===== src/rtl/branch_predictor_table.sv =====
// PC-indexed table of saturating direction counters with branch/mispredict statistics.
// Optional global-history (gshare) indexing is enabled by defining GSHARE_EN.
module branch_predictor_table #(
  parameter int IDX_BITS  = 4,
  parameter int CNT_BITS  = 2,
  parameter int INIT_CNT  = 2 ** (CNT_BITS - 1),
  parameter int HIST_BITS = 4
) (
  input  logic                clk_i,
  input  logic                rst_i,
  input  logic                lookup_valid_i,
  input  logic [31:0]         lookup_pc_i,
  output logic                predict_o,
  output logic [IDX_BITS-1:0] predict_idx_o,
  input  logic                update_valid_i,
  input  logic [IDX_BITS-1:0] update_idx_i,
  input  logic                update_taken_i,
  input  logic                update_mispredict_i,
  output logic [31:0]         branch_cnt_o,
  output logic [31:0]         mispredict_cnt_o
);

  localparam int ENTRIES = 1 << IDX_BITS;
  localparam logic [CNT_BITS-1:0] CNT_MAX  = '1;
  localparam logic [CNT_BITS-1:0] INIT_VAL = CNT_BITS'(INIT_CNT);

  logic [IDX_BITS-1:0]               lookup_idx;
  logic [ENTRIES-1:0][CNT_BITS-1:0]  cnt_vec;
  logic [31:0]                       branch_cnt_reg;
  logic [31:0]                       mispredict_cnt_reg;
  logic                              unused_pc_bits;

  // Byte-offset and upper PC bits never contribute to the index.
  assign unused_pc_bits = ^{lookup_pc_i[31:IDX_BITS+2], lookup_pc_i[1:0]};

`ifdef GSHARE_EN
  logic [HIST_BITS-1:0] ghr_reg;
  logic [HIST_BITS-1:0] ghr_next;

  // Truncating the concatenation drops the oldest bit, which also covers HIST_BITS=1.
  assign ghr_next = HIST_BITS'({ghr_reg, update_taken_i});

  always_ff @(posedge clk_i) begin
    if (rst_i) begin
      ghr_reg <= '0;
    end else if (update_valid_i) begin
      ghr_reg <= ghr_next;
    end
  end

  assign lookup_idx = lookup_pc_i[IDX_BITS+1:2] ^ IDX_BITS'(ghr_reg);
`else
  localparam int unused_hist_bits = HIST_BITS;
  assign lookup_idx = lookup_pc_i[IDX_BITS+1:2];
`endif

  genvar gi;
  generate
    for (gi = 0; gi < ENTRIES; gi++) begin : g_entry
      logic [CNT_BITS-1:0] cnt_reg;
      logic [CNT_BITS-1:0] cnt_next;

      always_comb begin
        cnt_next = cnt_reg;
        if (update_valid_i && (update_idx_i == IDX_BITS'(gi))) begin
          if (update_taken_i) begin
            if (cnt_reg != CNT_MAX) cnt_next = cnt_reg + CNT_BITS'(1);
          end else begin
            if (cnt_reg != '0) cnt_next = cnt_reg - CNT_BITS'(1);
          end
        end
      end

      always_ff @(posedge clk_i) begin
        if (rst_i) begin
          cnt_reg <= INIT_VAL;
        end else begin
          cnt_reg <= cnt_next;
        end
      end

      assign cnt_vec[gi] = cnt_reg;
    end
  endgenerate

  // Lookup reads the registered state, so a same-cycle update is not bypassed.
  assign predict_idx_o = lookup_idx;
  assign predict_o     = lookup_valid_i & cnt_vec[lookup_idx][CNT_BITS-1];

  always_ff @(posedge clk_i) begin
    if (rst_i) begin
      branch_cnt_reg     <= '0;
      mispredict_cnt_reg <= '0;
    end else if (update_valid_i) begin
      if (branch_cnt_reg != '1) branch_cnt_reg <= branch_cnt_reg + 32'd1;
      if (update_mispredict_i && (mispredict_cnt_reg != '1)) begin
        mispredict_cnt_reg <= mispredict_cnt_reg + 32'd1;
      end
    end
  end

  assign branch_cnt_o     = branch_cnt_reg;
  assign mispredict_cnt_o = mispredict_cnt_reg;

endmodule

===== config.mk =====
export PLATFORM = sky130hd
export DESIGN_NAME = branch_predictor_table
export DESIGN_NICKNAME = d
export VERILOG_FILES = /design/src/rtl/branch_predictor_table.sv
export SDC_FILE = /design/constraint.sdc
export NUM_CORES = 1
export LEC_CHECK = 0
export BUFFER_PORTS_ARGS = -buffer_cell sky130_fd_sc_hd__buf_2
export CAP_MARGIN = 5
export CORE_UTILIZATION = 45
export CTS_BUF_LIST = sky130_fd_sc_hd__clkbuf_8
export DETAILED_ROUTE_END_ITERATION = 8
export GPL_ROUTABILITY_DRIVEN = 0
export PLACE_DENSITY = 0.73
export RECOVER_POWER = 100
export SLEW_MARGIN = 30
export SYNTH_ARGS = -nofsm -noshare
export SYNTH_HDL_FRONTEND = slang
export SYNTH_SLANG_ARGS = --single-unit

===== constraint.sdc =====
create_clock -name clk_i -period 3.15 [get_ports clk_i]
set_input_delay 0.315 -clock clk_i [delete_from_list [all_inputs] [get_ports clk_i]]
set_output_delay 0.315 -clock clk_i [all_outputs]
set_load 0.02 [all_outputs]

Word level (Yosys, flattened, before mapping) --
Cells that the tools add are included.
Storage, ports and cells: bits in latches 0, bits of input ports 42, RAM bits 0, memories kept 0, output and inout bits 69, flip-flop bits (word level) 96, word-level logic and storage cells 221, memory bits (read-only) 0
Operators by class: add/subtract/negate cells 34, reduce and logical (&&, ||, !) cells 68, order comparisons 1, equal/unequal tests 49, div/mod/pow operators 0, bitwise operators 1, multipliers 0, mux-type cells 50, shift operators 0
Operator list (count):
- $mux 2 | 49
- $add 32x1->32 const B | 2
- $ne 32x32->1 const B | 2
- $reduce_bool 2->1 | 32
- $reduce_and 3->1 | 16
- $add 2x1->2 const B | 16
- $eq 4x4->1 const B | 8
- $ne 2x1->1 const B | 16
- $ne 2x2->1 const B | 16
- $sub 2x1->2 const B | 16
- $logic_and 1x1->1 | 17
- $eq 4x3->1 const B | 4
- $bmux 2 s4 | 1
- $eq 4x2->1 const B | 2
- $lt 4x5->1 const B | 1
- $eq 4x1->1 const B | 1
- $logic_not 4->1 | 1
- $reduce_and 2->1 | 2
- $and 1x1->1 | 1

Logic depth before layout (Yosys ltp) --
Gate-level depths: netlist (run 1).
depth in word-level cells 3, mapped depth 9, gate-level depth less buffers 6

Worst setup path after synthesis (run 1) --
Ideal clock, no wire load.
kind register to register, start register branch_cnt_reg[0] (netlist: branch_cnt_o[0]), end register branch_cnt_reg[26] (netlist: branch_cnt_o[26]), stages on the path, launching flop included 9, period minus slack after synthesis 2.231 ns, data required time 3.080 ns, setup time 0.070 ns, arrival time 2.160 ns, buffers on the path 2, path slack 0.919 ns, cells stage by stage dfxtp_1 ha_1 and2_1 clkbuf_1 nand2_1 or4_1 clkbuf_1 or3_1 a21oi_1
Between the ends: word-level cells in the longest chain between the ends 2
RTL lines:
- from (decl) | RTL line 29 | logic [31:0] branch_cnt_reg;
- from (signal assigned) | RTL line 95 | if (branch_cnt_reg != '1) branch_cnt_reg <= branch_cnt_reg + 32'd1;
- branches (longest 2 deep; another with $add 32x1->32)
Parallel ways; which one is timed is not known. A chain may end at the register's enable or synchronous reset.

Worst setup path after layout (run 1) --
start register branch_cnt_reg[3] (netlist: branch_cnt_o[3]), end register branch_cnt_reg[9] (netlist: branch_cnt_o[9])
The elaborated chain is that of the path after synthesis.

==> impl_metrics.json, run 1 <==
{
  "hold_buffers": 0,
  "dieArea_mm2": 0.0119,
  "dp.cells": 819,
  "syn_inst": 628,
  "nets": 734,
  "regToRegEndpoint": "branch_cnt_o[9]",
  "final_cell_area_mm2": 0.00568,
  "fmax_mhz": 391,
  "critPathTopFamily": "simple AND/OR/NAND/NOR gates",
  "arrival_ns": 2.82,
  "area_growth_pct": 9.79,
  "met1_usage_pct": 27.3,
  "worstSetupStartpoint": "branch_cnt_o[3]",
  "final_common_cell": "dfxtp_1",
  "vias": 5095,
  "worst-setup-path-type": "flop to flop",
  "drive_above_1_share_pct": 7.93,
  "worstRegToRegCells": 6,
  "yosysUniqueCellTypes": 58,
  "worst_clock_skew_ns": 0.00931,
  "rows": 38,
  "hpwl_um": 9040,
  "ir_worst_vdd_uv": 384,
  "placed_cell_area_mm2": 0.00562,
  "ys_ff_latch": 96,
  "r2r-start": "branch_cnt_o[3]",
  "use_met2_pct": 37.9,
  "synth_top_family_by_area": "simple AND/OR/NAND/NOR gates",
  "postCtsSetupRepairBufs": 0,
  "htree_num_levels": 3,
  "wl_per_cell_um": 15.5,
  "rsz0062_at_grt": "no",
  "design.core.area_mm2": 0.0110,
  "tritoncts": "done",
  "drtIter0Drc": 269,
  "synthAdderAreaFrac_pct": 0.484,
  "synth-compound-area-share_pct": 22.5,
  "cp.required_ns": 3.42,
  "final_cells": 834,
  "syn_area_per_cell_um2": 8.24,
  "vias_per_cell": 6.11,
  "clkTransAtPathRegs_ns": 0.09,
  "finalHoldViolCount": 0,
  "ff2ff_setup_slack_ns": 0.59,
  "hp-class": "input pin to flop",
  "syn-cell-area_mm2": 0.00517,
  "power.density_mw_per_mm2": 400,
  "cts-resized-gates": 0,
  "critPathBufInv": 1,
  "yosysWarnings": 0,
  "grt_overflow": 0,
  "grtUsageMet3_pct": 6.10,
  "top_usage_layer": "met2",
  "initial_core_util_pct": 46.9,
  "drc": 0,
  "clockBufferDepth": 2,
  "crit_fanout": 16,
  "critPathMaxStageDelay_ns": 0.63,
  "top_level_ports": 111,
  "yosysSeqAreaShare_pct": 37.1,
  "dr.pass1.iters": 5,
  "worstHoldStart": "update_mispredict_i",
  "synth-simple-area-share_pct": 29.4,
  "start_kind": "flop",
  "outcome": "finished, final reports clean",
  "worst_skew_pair.late_latency_ns": 0.38,
  "numCtsBuffers": 9,
  "setup_violations": 0,
  "die_w_um": 109,
  "nFillCells": 1095,
  "synth_mux_area_share_pct": 4.16,
  "grt_pass1_wl_um": 21100,
  "ys_dominant_reg_cell": "dfxtp_1",
  "tightest_slew_ns": 0.880,
  "routed_wl_um": 12900,
  "root_buffer": "clkbuf_8",
  "antenna_left": 0,
  "power_mw": 2.27,
  "mostFrequentLayoutCells": "96 x dfxtp_1, 73 x clkbuf_1, 71 x a21oi_1",
  "synth_nets": 672,
  "grt_max_degree": 57,
  "final_max_slew_viol_count": 0,
  "synthXorXnorAreaFrac_pct": 2.03,
  "p_leak_nw": 1.76,
  "die_h_um": 109,
  "grt_usage_pct": 22.3,
  "io_buffers": 82,
  "slew_headroom_pct": 41.4,
  "async_flop_share_pct": 0,
  "grt_pass1_vias": 4594,
  "diodes": 0,
  "finalCritPeriodShare_pct": 81.2,
  "antenna_found_initial": 0,
  "fin_setup_tns_ns": 0,
  "fin_crit_ns": 2.56,
  "synth_edf_count": 0,
  "critPathCaptureType": "flop",
  "crit_cells": 6,
  "worst_path_most_repeated_cell": "or4_1",
  "crit_end": "branch_cnt_o[9]",
  "path_cells": "nand4_1, or4_1, nor3_4, clkbuf_1, or4_1, a21oi_1",
  "drv_cap": 0,
  "cts.sinks": 96,
  "slowest_stage": "or4_1"
}
## Yosys cell counts (3+ instances only)
cell | n | area [µm²]
and4_1 | 4 | 35.0
nand2_1 | 58 | 218
nand4_1 | 22 | 138
a31oi_1 | 9 | 56.3
buf_2 | 4 | 20.0
nor3b_1 | 5 | 37.5
nand2b_1 | 15 | 93.8
inv_1 | 9 | 33.8
o21ai_0 | 30 | 150
mux4_2 | 5 | 113
and3_1 | 16 | 100
mux2_2 | 6 | 67.6
dfxtp_1 | 96 | 1920
or2_2 | 3 | 18.8
clkbuf_1 | 25 | 93.8
nor2b_1 | 7 | 43.8
nor2_1 | 42 | 158
o22ai_1 | 8 | 50.1
buf_6 | 3 | 33.8
a2111oi_0 | 3 | 26.3
or4_1 | 24 | 180
o31a_1 | 9 | 78.8
nand3_1 | 18 | 90.1
a221oi_1 | 4 | 35.0
a21oi_1 | 71 | 355
xnor2_1 | 11 | 96.3
o31ai_1 | 34 | 255
nor4_1 | 7 | 43.8
buf_4 | 4 | 30.0
a31o_2 | 4 | 35.0
or3_1 | 21 | 131
and2_1 | 7 | 43.8
a211oi_1 | 4 | 30.0
nor3_1 | 5 | 25.0
o21bai_1 | 8 | 60.1
## per-layer routing
layer	share of wire, %	wire length [µm]
met1	45	5770
met2	49	6270
met3	5.7	732
met4	1.1	142
met5	0	0
## kinds of logic after synthesis
kind of cell / after synthesis
DFF: 96
and+or+nand+nor: 270
xor gates and xnor gates: 12
adders and majority gates: 2
AOI/OAI and AO/OA: 188
buffers and inverters: 46
muxes: 14
## tightest hold or removal path, cell delays in order
cell,delay (ns)
buf_2,0.10
nand2_1,0.05
a31oi_1,0.13
xnor2_1,0.17
nor2_1,0.04
## through the flow
stage	setup slack (ns)	utilization [%]	hold WS, ns
final	0.593	51.5	0.461
after global routing	0.318	51.5	0.479
after CTS	0.807	52.5	0.444
after detailed placement	0.717	50.9	0.490
after global placement	0.823	50.9	0.467
after floorplan	0.919	-	0.455
## worst min-delay path by stage
stage                                         to  slack [ns]  depth (start not counted)
final                        mispredict_cnt_o[0]        0.46                          5
after global routing        mispredict_cnt_o[14]        0.48                          2
after floorplan           g_entry[10].cnt_reg[0]        0.46                          2
after detailed placement   g_entry[3].cnt_reg[0]        0.49                          2
after global placement     g_entry[3].cnt_reg[0]        0.47                          2
after CTS                    mispredict_cnt_o[0]        0.44                          5
## cell type report
type                    instances  area, µm²  share of cell area, %
inverters                       9       33.8                  0.595
multi-input cells             486       3020                   53.2
repair buffers                 88        357                   6.28
well taps                     140        175                   3.08
clock inverters                 5       33.8                  0.595
flip-flops and latches         96       1920                   33.8
clock buffers                  10        138                   2.42
## power by group
group	internal, mW	switching, mW
Sequential	1.26	0.0496
Combinational	0.0951	0.125
Clock	0.305	0.440
Total	1.66	0.615
Power figures use the tool's default switching activity.
==> run 2, diff against run 1 <==
==> constraint.sdc (replaced) <==
create_clock -name clk_i -period 2.5 [get_ports clk_i]
set_input_delay 0.25 -clock clk_i [delete_from_list [all_inputs] [get_ports clk_i]]
set_output_delay 0.25 -clock clk_i [all_outputs]
set_load 0.02 [all_outputs]
==> run 2 against run 1 <==
  * Critical path depth unchanged
  * Maximum frequency increased by 8.8%
  * Count of clock-buffer cells in the layout decreased by 1
  * Via count decreased by 0.67%
  * Global-route usage decreased by 0.42 points
  * Hold slack got worse by 0.20 ns
  * Combinational power increased by 26%
  * Sequential cell count unchanged
  * Sequential power increased by 25%
  * Clock power increased by 36%
  * Setup slack got worse by 0.44 ns
  * Critical path type unchanged
==> impl_metrics.json, run 2 (same netlist as run 1, synthesis figures left out) <==
{
  "grt_usage_pct": 21.9,
  "fin_setup_tns_ns": 0,
  "vias_per_cell": 6.04,
  "numCtsBuffers": 9,
  "cp.required_ns": 2.80,
  "wl_per_cell_um": 15.1,
  "drtIter0Drc": 213,
  "grtUsageMet3_pct": 4.00,
  "vias": 5061,
  "finalCritPeriodShare_pct": 94.0,
  "fin_crit_ns": 2.35,
  "grt_pass1_vias": 4526,
  "outcome": "finished, final reports clean",
  "design.core.area_mm2": 0.0110,
  "htree_num_levels": 3,
  "top_level_ports": 111,
  "root_buffer": "clkbuf_8",
  "drc": 0,
  "clkTransAtPathRegs_ns": 0.10,
  "grt_max_degree": 57,
  "rows": 38,
  "placed_cell_area_mm2": 0.00564,
  "io_buffers": 82,
  "ir_worst_vdd_uv": 261,
  "initial_core_util_pct": 46.9,
  "switching_power_mw": 0.772,
  "worst_skew_pair.late_latency_ns": 0.37,
  "tritoncts": "done",
  "top_usage_layer": "met2",
  "grt_pass1_wl_um": 21100,
  "drv_cap": 0,
  "antenna_found_initial": 0,
  "p_int_mw": 2.16,
  "final_max_slew_viol_count": 0,
  "final_cell_area_mm2": 0.00571,
  "crit_fanout": 7,
  "swShare_pct": 26.4,
  "register_area_mm2": 0.00192,
  "p_seq_share_pct": 56.1,
  "power.density_mw_per_mm2": 513,
  "worst-setup-path-type": "flop to flop",
  "antenna_left": 0,
  "dp.cells": 822,
  "clkPwrFrac_pct": 34.4,
  "power.share.combinational_pct": 9.5,
  "setup_violations": 0,
  "die_h_um": 109,
  "slew_headroom_pct": 43.2,
  "grt_overflow": 0,
  "cts-resized-gates": 0,
  "die_w_um": 109,
  "worst_clock_skew_ns": 0.00826,
  "critPathMaxStageDelay_ns": 0.67,
  "area_growth_pct": 10.4,
  "arrival_ns": 2.65,
  "tightest_slew_ns": 0.852,
  "rsz0062_at_grt": "no",
  "routed_wl_um": 12700,
  "drive_above_1_share_pct": 8.31,
  "multiInputGateArea_mm2": 0.00302,
  "p_leak_nw": 1.77,
  "postCtsSetupRepairBufs": 0,
  "mostFrequentLayoutCells": "96 x dfxtp_1, 72 x clkbuf_1, 71 x a21oi_1",
  "dr.pass1.iters": 4,
  "start_kind": "flop",
  "hpwl_um": 8940,
  "clockBufferDepth": 2,
  "final_cells": 838,
  "critPathCaptureType": "flop",
  "met1_usage_pct": 28.3,
  "path_cells": "ha_1, and2_1, nand2_1, or4_1, or3_1, a21oi_1",
  "hold_buffers": 0,
  "finalHoldViolCount": 0,
  "use_met2_pct": 36.7,
  "diodes": 0,
  "nets": 737,
  "fmax_mhz": 425,
  "cts.sinks": 96,
  "hp-class": "input pin to flop",
  "slowest_stage": "or4_1",
  "dieArea_mm2": 0.0119,
  "nFillCells": 1100,
  "final_common_cell": "dfxtp_1"
}
run 2: through the flow:
stage | setup slack, ns | power, mW | hold slack, ns | util, %
after floorplan | 0.269 | 1.88 | 0.455 | -
after global placement | 0.335 | 1.94 | 0.462 | 51.1
after detailed placement | 0.217 | 1.96 | 0.488 | 51.1
after CTS | 0.194 | 2.95 | 0.260 | 52.8
after global routing | 0.0150 | 3.06 | 0.284 | 51.8
final | 0.149 | 2.93 | 0.257 | 51.8
run 2: critical path, delay by kind of cell (launching register included):
| family | cells | cell delay [ns] |
|---|---|---|
| simple gates | 4 | 1.53 |
| compound gates | 1 | 0.16 |
| fa+ha+maj | 1 | 0.18 |
| flops | 1 | 0.40 |
run 2: layout make-up:
cell class	count	share of cell area [%]
Sequential cell	96	33.7
Clock buffer	9	2.17
Tap cell	140	3.07
Timing Repair Buffer	91	6.57
Inverter	9	0.592
Multi-Input combinational cell	486	52.8
Clock inverter	7	1.14
run 2: path summary, 6_finish.rpt:
kind	slack, ns	cells past startpoint	to	startpoint
worst max-delay path	0.15	6	branch_cnt_o[26]	branch_cnt_o[0]
worst min-delay path	0.26	2	mispredict_cnt_o[1]	rst_i
worst max register to register	0.15	6	branch_cnt_o[26]	branch_cnt_o[0]
worst min register to register	0.50	2	g_entry[9].cnt_reg[0]	g_entry[9].cnt_reg[1]
run 2: power groups by stage:
stage,registers (mW),clock network (mW),logic [mW]
after global placement,1.67,0,0.266
after CTS,1.64,1.03,0.283
after floorplan,1.67,0,0.210
after global routing,1.65,1.10,0.307
final,1.64,1.01,0.278
after detailed placement,1.68,0,0.282
run 2: per-layer routing:
metal | part of all wire (%) | wire [µm]
met5 | 0 | 0
met4 | 1.3 | 164
met3 | 4.5 | 569
met1 | 47 | 5920
met2 | 48 | 6030
